$ cat src/rtl/top_level.sv
// LFSR decryption engine: recovers the tap pattern and seed from the space preamble,
// then decrypts DM[64..127] into DM[0..63] and raises a sticky ack.

module data_mem #(
    parameter int unsigned AW = 7,
    parameter int unsigned DW = 8
) (
    input  logic          clk,
    input  logic [AW-1:0] raddr,
    output logic [DW-1:0] rdata,
    input  logic [AW-1:0] waddr,
    input  logic [DW-1:0] wdata,
    input  logic          we
);
    logic [DW-1:0] core [0:(1<<AW)-1];

    assign rdata = core[raddr];

    always_ff @(posedge clk) begin
        if (we) core[waddr] <= wdata;
    end
endmodule

module top_level (
    input  logic clk,
    input  logic init,
    input  logic req,
    output logic ack
);
    localparam int unsigned AW       = 7;
    localparam int unsigned DW       = 8;
    localparam int unsigned KW       = 7;
    localparam int unsigned CW       = 7;
    localparam int unsigned PW       = 4;
    localparam int unsigned MSG_BASE = 64;
    localparam int unsigned MSG_LEN  = 64;
    localparam int unsigned PRE_MIN  = 10;
    localparam int unsigned NPTRN    = 9;

    typedef enum logic [2:0] {IDLE, LOAD, SEARCH, DECRYPT, DONE} state_t;

    state_t          state, state_nx;
    logic [CW-1:0]   cnt;
    logic [KW-1:0]   k [0:PRE_MIN-1];
    logic [PW-1:0]   pidx;
    logic            found;
    logic [KW-1:0]   s;

    logic [AW-1:0]   mem_raddr;
    logic [DW-1:0]   mem_rdata;
    logic [AW-1:0]   mem_waddr;
    logic [DW-1:0]   mem_wdata;
    logic            mem_we;
    logic            match;
    logic            unused_parity;

    function automatic logic [KW-1:0] lfsr_step(input logic [KW-1:0] st, input logic [KW-1:0] p);
        return {st[KW-2:0], ^(st & p)};
    endfunction

    function automatic logic [KW-1:0] ptrn(input logic [PW-1:0] j);
        case (j)
            4'd0:    return 7'h60;
            4'd1:    return 7'h48;
            4'd2:    return 7'h78;
            4'd3:    return 7'h72;
            4'd4:    return 7'h6A;
            4'd5:    return 7'h69;
            4'd6:    return 7'h5C;
            4'd7:    return 7'h7E;
            4'd8:    return 7'h7B;
            default: return 7'h60;
        endcase
    endfunction

    data_mem #(.AW(AW), .DW(DW)) DM (
        .clk   (clk),
        .raddr (mem_raddr),
        .rdata (mem_rdata),
        .waddr (mem_waddr),
        .wdata (mem_wdata),
        .we    (mem_we)
    );

    assign unused_parity = mem_rdata[DW-1];

    // State register
    always_ff @(posedge clk) begin
        if (!init) state <= IDLE;
        else       state <= state_nx;
    end

    // Next state, memory controls and the candidate-pattern match for the current SEARCH slot
    always_comb begin
        state_nx  = state;
        mem_raddr = AW'(MSG_BASE) + cnt;
        mem_waddr = cnt;
        mem_wdata = {1'b0, mem_rdata[KW-1:0] ^ s};
        mem_we    = 1'b0;
        match     = 1'b1;

        for (int unsigned t = 0; t < PRE_MIN - 1; t++) begin
            if (lfsr_step(k[t], ptrn(cnt[PW-1:0])) != k[t+1]) match = 1'b0;
        end

        case (state)
            IDLE:    if (!req) state_nx = LOAD;
            LOAD:    if (cnt == CW'(PRE_MIN - 1)) state_nx = SEARCH;
            SEARCH:  if (cnt == CW'(NPTRN - 1)) state_nx = DECRYPT;
            DECRYPT: begin
                mem_we = 1'b1;
                if (cnt == CW'(MSG_LEN - 1)) state_nx = DONE;
            end
            DONE:    state_nx = DONE;
            default: state_nx = IDLE;
        endcase
    end

    // Datapath: phase counter, recovered keystream, chosen pattern, running LFSR state, ack
    always_ff @(posedge clk) begin
        if (!init) begin
            cnt   <= '0;
            pidx  <= '0;
            found <= 1'b0;
            s     <= '0;
            ack   <= 1'b0;
            for (int unsigned i = 0; i < PRE_MIN; i++) k[i] <= '0;
        end else begin
            ack <= (state == DONE);

            if (state != state_nx)
                cnt <= '0;
            else if ((state == LOAD || state == SEARCH || state == DECRYPT) && cnt != CW'(MSG_LEN - 1))
                cnt <= cnt + CW'(1);

            case (state)
                IDLE: begin
                    pidx  <= '0;
                    found <= 1'b0;
                end
                LOAD: k[cnt[PW-1:0]] <= mem_rdata[KW-1:0] ^ KW'(7'h20);
                SEARCH: begin
                    if (match && !found) begin
                        pidx  <= cnt[PW-1:0];
                        found <= 1'b1;
                    end
                    if (state_nx == DECRYPT) s <= k[0];
                end
                DECRYPT: s <= lfsr_step(s, ptrn(pidx));
                default: ;
            endcase
        end
    end
endmodule

$ cat config.mk
export PLATFORM = sky130hd
export DESIGN_NAME = top_level
export DESIGN_NICKNAME = d
export VERILOG_FILES = /design/src/rtl/top_level.sv
export SDC_FILE = /design/constraint.sdc
export NUM_CORES = 1
export LEC_CHECK = 0
export CORE_AREA = 8 8 45 47
export DETAILED_ROUTE_END_ITERATION = 12
export DIE_AREA = 0 0 53 55
export GPL_TIMING_DRIVEN = 1
export HOLD_SLACK_MARGIN = 0.12
export PLACE_DENSITY_LB_ADDON = 0.08
export SYNTH_ARGS = -nofsm -noshare
export SYNTH_HDL_FRONTEND = slang
export SYNTH_HIERARCHICAL = 1
export SYNTH_SLANG_ARGS = --single-unit
$ cat constraint.sdc
create_clock -name clk -period 1.6 [get_ports clk]
set_clock_uncertainty 0.1 [all_clocks]
set_input_delay 0.32 -clock clk [delete_from_list [all_inputs] [get_ports clk]]
set_output_delay 0.32 -clock clk [all_outputs]
set_load 0.02 [all_outputs]
Word level (Yosys, flattened, before mapping)

Cells that the tools add are included.

Bitwise gates (word level): 1
Add/sub/neg operators: 1
Equality and inequality tests: 9
Muxes and demuxes: 5
Reductions and logical operators: 5

Operators with widths:

| kind                                                                     | number |
|---|---|
| 3-bit case mux with 5 select lines                                       | 1 |
| 7-bit by 4-bit equality test with 1-bit output (second input constant)   | 2 |
| 3-bit 2-to-1 mux                                                         | 4 |
| 7-bit by 1-bit adder with 7-bit output (second input constant)           | 1 |
| 7-bit by 6-bit equality test with 1-bit output (second input constant)   | 1 |
| 7-bit by 6-bit inequality test with 1-bit output (second input constant) | 1 |
| 3-bit by 2-bit equality test with 1-bit output (second input constant)   | 2 |
| 3-bit by 1-bit equality test with 1-bit output (second input constant)   | 1 |
| 3-bit equality test (second input constant)                              | 1 |
| 3-bit zero test                                                          | 1 |
| 3-bit inequality test                                                    | 1 |
| 1-bit logical OR                                                         | 2 |
| 2-bit OR reduction                                                       | 1 |
| 1-bit logical AND                                                        | 1 |
| 1-bit NOT                                                                | 1 |

Bits of input ports: 3
Output and inout port bits: 1
Register bits after elaboration: 11

Longest topological paths before layout

Word-level depth: 5
Mapped depth: 6

Least setup slack after synthesis

No wires, ideal clock.

Path type: register to register
Start point: register cnt[0]
End point: register cnt[4]
Cell stages (with the launch flop): 7
Data arrival time: 1.459 ns
Setup slack: -0.029 ns
Library setup time: 0.070 ns
Path buffers: 0
Data required time: 1.430 ns
Clock period less this slack: 1.629 ns
Cells stage by stage: dfxtp_1 > inv_1 > ha_1 > nor4bb_1 > a31o_2 > a221o_1 > a21oi_1

Cells in the longest elaborated chain, start to end: 5
Elaborated cells between the ends (all ways): 12

RTL lines:

| what                                                                   | line          | RTL |
|---|---|---|
| from (decl)                                                            | 43            | `logic [CW-1:0] cnt;` |
| from (signal assigned)                                                 | 134           | `cnt <= cnt + CW'(1);` |
| 7-bit by 6-bit equality test with 1-bit output (tied with other cells) | 112           | `if (cnt == CW'(MSG_LEN - 1)) state_nx = DONE;` |
| 3-bit 2-to-1 mux (on tied branches)                                    | 112, 108, 109 |  |
| 3-bit case mux with 5 select lines                                     | 106           | `case (state)` |
| 3-bit inequality test                                                  | 131           | `if (state != state_nx)` |
| 2-bit OR reduction (no source line)                                    | -             |  |

Several ways; a longest one is shown, not always the timed one.
A chain may end at the register's enable or synchronous reset.

Final worst setup path

Start point: register cnt[1]
End point: register cnt[4]

Same word-level chain as after synthesis.

==> results by group <==
Worst setup path
  • Crit path arrival time: 1.74 ns
  • Req. time, crit path: 1.71 ns
  • Max Fanout on Critical Path: 7
  • Startpoint type of the worst setup path: register
  • Worst Setup End Kind: register
  • Reg-to-reg startpoint: cnt[1]$_SDFFE_PP0P_
  • R2R cell count: 6
  • R2R setup slack: -0.03 ns
  • Setup CP Type: register to register
  • R2r endpoint: cnt[4]$_SDFFE_PP0P_

Synthesis
  • Syn Nets: 75
  • Mean Syn Cell Area: 9.14 sq um
  • Largest area contributor in the synthesized netlist: dfxtp_1
  • Yosys warnings: 6
  • Asr flop ratio synth: 0%
  • Synth Instances: 69
  • Commonest cells in the synthesized netlist: 11 x dfxtp_1, 9 x nor2_1, 6 x nand3_1
  • Synth cell types: 33
  • Seq cells post-synth: 11
  • Sequential-to-total area share from yosys stat: 34.9%
  • Top-area cell type share of the netlist area: 34.9%
  • Synth Flop Type: dfxtp_1
  • Most frequent cell after synthesis: dfxtp_1
  • Top post-synthesis cells by area: dfxtp_1 35%, ha_1 6.0%, nor2_1 5.4%
  • EDFF count, synth: 0
  • Post-Synthesis Cell Area: 631 sq um

Routing
  • Final wirelength: 1610 um
  • Post-route DRC: 0
  • Vias: 620
  • ANT nets after route: 0
  • Avg WL per Cell: 14.2 um
  • Detailed Routing Iterations Pass 1: 4
  • DRT iter0 DRCs: 19
  • Via-per-instance ratio: 5.49

Timing
  • Setup TNS: -0.103 ns
  • Slew Limit Headroom: 78.3%
  • Worst Max-Slew Pin Slew: 0.321 ns
  • F_max: 0.613 GHz
  • RSZ-0062 raised after global routing: true
  • Slew Limit Fails: 0
  • Fin worst setup slack: -0.0321 ns
  • Final Hold Fails: 0
  • Tcrit/Tclk final: 102%
  • Final setup violating endpoints: 7
  • Tmin final: 1.63 ns

CTS
  • Reg clk slew, reported paths: 0.08 ns
  • Hold_buf cts: 0
  • CTS tree: done
  • Root Driver: clkbuf_4
  • TritonCTS Buffers: 3
  • Htree depth: 1
  • CTS max path bufs: 2
  • Total clock sinks: 11
  • Clk_lat worst skew: 0.28 ns

Global routing
  • Pin count of the biggest net entering global routing: 9
  • Initial antenna violation count: 0
  • Global router's overall resource usage: 13.2%
  • GRT Residual Overflow: 0
  • Vias in the first global route: 645
  • First-pass GRT wire length: 2800 um

Outcome
  • Failing checks: negative setup slack
  • Outcome: finished with violations

Place
  • Area of placed instances: 828 sq um
  • Post-placement cell count: 108
  • Final HPWL from detailed placement: 1070 um
  • Routability Congestion: 0.826
  • IO Port Bufs: 3

Power
  • Power Density: 631 mW/mm^2
  • Maximum VDD drop: 0.409 mV
  • Lkg Pwr: 0.362 nW

Final layout
  • Share of layout cells above drive strength 1: 48.5%
  • Syn-to-layout area delta: 47.4%
  • Nets: 104
  • Non-filler cells, final: 113
  • Antenna diodes: 0
  • Cell area after layout: 930 sq um

Floorplan
  • Initial core utilization: 45.6%
  • Die Area: 0.00292 sq mm
  • Core ar.: 0.00138 sq mm
  • FP Rows: 14
  • Die X-Extent: 53 um
  • Vert. Die Dim: 55 um
  • Top Ports: 4

Flow run
  • Max-cap viol count: 0

Hold path
  • Hold depth: 2
  • Hold Path End: state[2]$_SDFF_PN0_
  • Type of the tightest min-delay check: register to register
  • Hold path start: state[1]$_SDFF_PN0_
==> worst max-delay path, stage by stage (launching register included) <==
cell and delay [ns]:
dfxtp_2 0.34, inv_2 0.06, ha_4 0.15, nor4bb_1 0.13, a31o_2 0.22, a221o_2 0.44
a21oi_2 0.13
==> cells in the final DEF, fill, tap and decap left out, types with 2 or more instances in the layout <==
cell type / count
xor2_1: 3
clkbuf_4: 3
inv_2: 2
inv_1: 3
and3_2: 2
buf_4: 21
o211ai_1: 3
ha_4: 3
clkdlybuf4s50_1: 2
nand3_1: 6
nor2_2: 2
dfxtp_1: 8
dfxtp_2: 3
nor2_1: 7
==> worst max-delay path by stage <==
stage                                      to                start  slack, ns  cells past startpoint
after floorplan           cnt[4]$_SDFFE_PP0P_  cnt[1]$_SDFFE_PP0P_       0.03                      6
after global placement    cnt[5]$_SDFFE_PP0P_                  req      -0.26                      5
after detailed placement  cnt[2]$_SDFFE_PP0P_                  req      -0.26                      5
after CTS                 cnt[4]$_SDFFE_PP0P_  cnt[1]$_SDFFE_PP0P_      -0.01                      6
after global routing      cnt[3]$_SDFFE_PP0P_  cnt[0]$_SDFFE_PP0P_      -0.12                      7
final                     cnt[4]$_SDFFE_PP0P_  cnt[1]$_SDFFE_PP0P_      -0.03                      6
==> kinds of logic (layout without fill, tap and decap cells) <==
| logic type | Yosys count | after routing | share of synthesized area (%) |
|---|---|---|---|
| compound gates | 14 | 14 | 16.7 |
| xor+xnor | 4 | 4 | 5.56 |
| fa+ha+maj | 3 | 3 | 5.95 |
| buf+inv | 6 | 34 | 4.76 |
| flops | 11 | 11 | 34.9 |
| mux | 1 | 1 | 1.59 |
| simple gates | 30 | 30 | 30.6 |
==> final cells by class <==
cell class                      instances  area [sq um]
Fill cell                             121           454
Multi-Input combinational cell         52           443
Sequential cell                        11           224
Timing Repair Buffer                   25           198
Clock buffer                            4          26.3
Tap cell                               16          20.0
Inverter                                5          18.8
==> state kept, by name (all words and copies together) (netlist names) <==
name	cells
state	3
ack	1
cnt	7
==> power by group <==
part           internal (mW)  switching (mW)  leakage, nW
combinational         0.0553          0.0492        0.256
sequential             0.280         0.00367       0.0905
clock                 0.0967           0.101       0.0150
==> layer usage <==
layer  routed length (um)  GRT usage, %  vias up  part of all wire (%)
li1                     -             -      311                     -
met1                  669          13.6      290                    42
met2                  822          21.7       13                    51
met3                   80          4.01        6                   5.0
met4                   34          11.2        0                   2.1
met5                    0             0        -                     0
==> through the flow <==
stage	util [%]	power (mW)	hold slack [ns]	setup slack (ns)
floorplan	-	0.337	0.344	0.0307
global route	67.2	0.617	0.472	-0.122
CTS	65.8	0.588	0.465	-0.0127
finish	67.2	0.586	0.446	-0.0321
global placement	59.9	0.378	0.483	-0.256
detailed placement	59.9	0.379	0.474	-0.258
==> repair_timing <==
action	CTS	global route
resized for setup	17	4
pin swaps	9	10
endpoints found under the hold margin	0	0
setup buffers	1	1
setup endpoints to repair	8	10
Note: power is estimated with default switching activity, not from simulation.
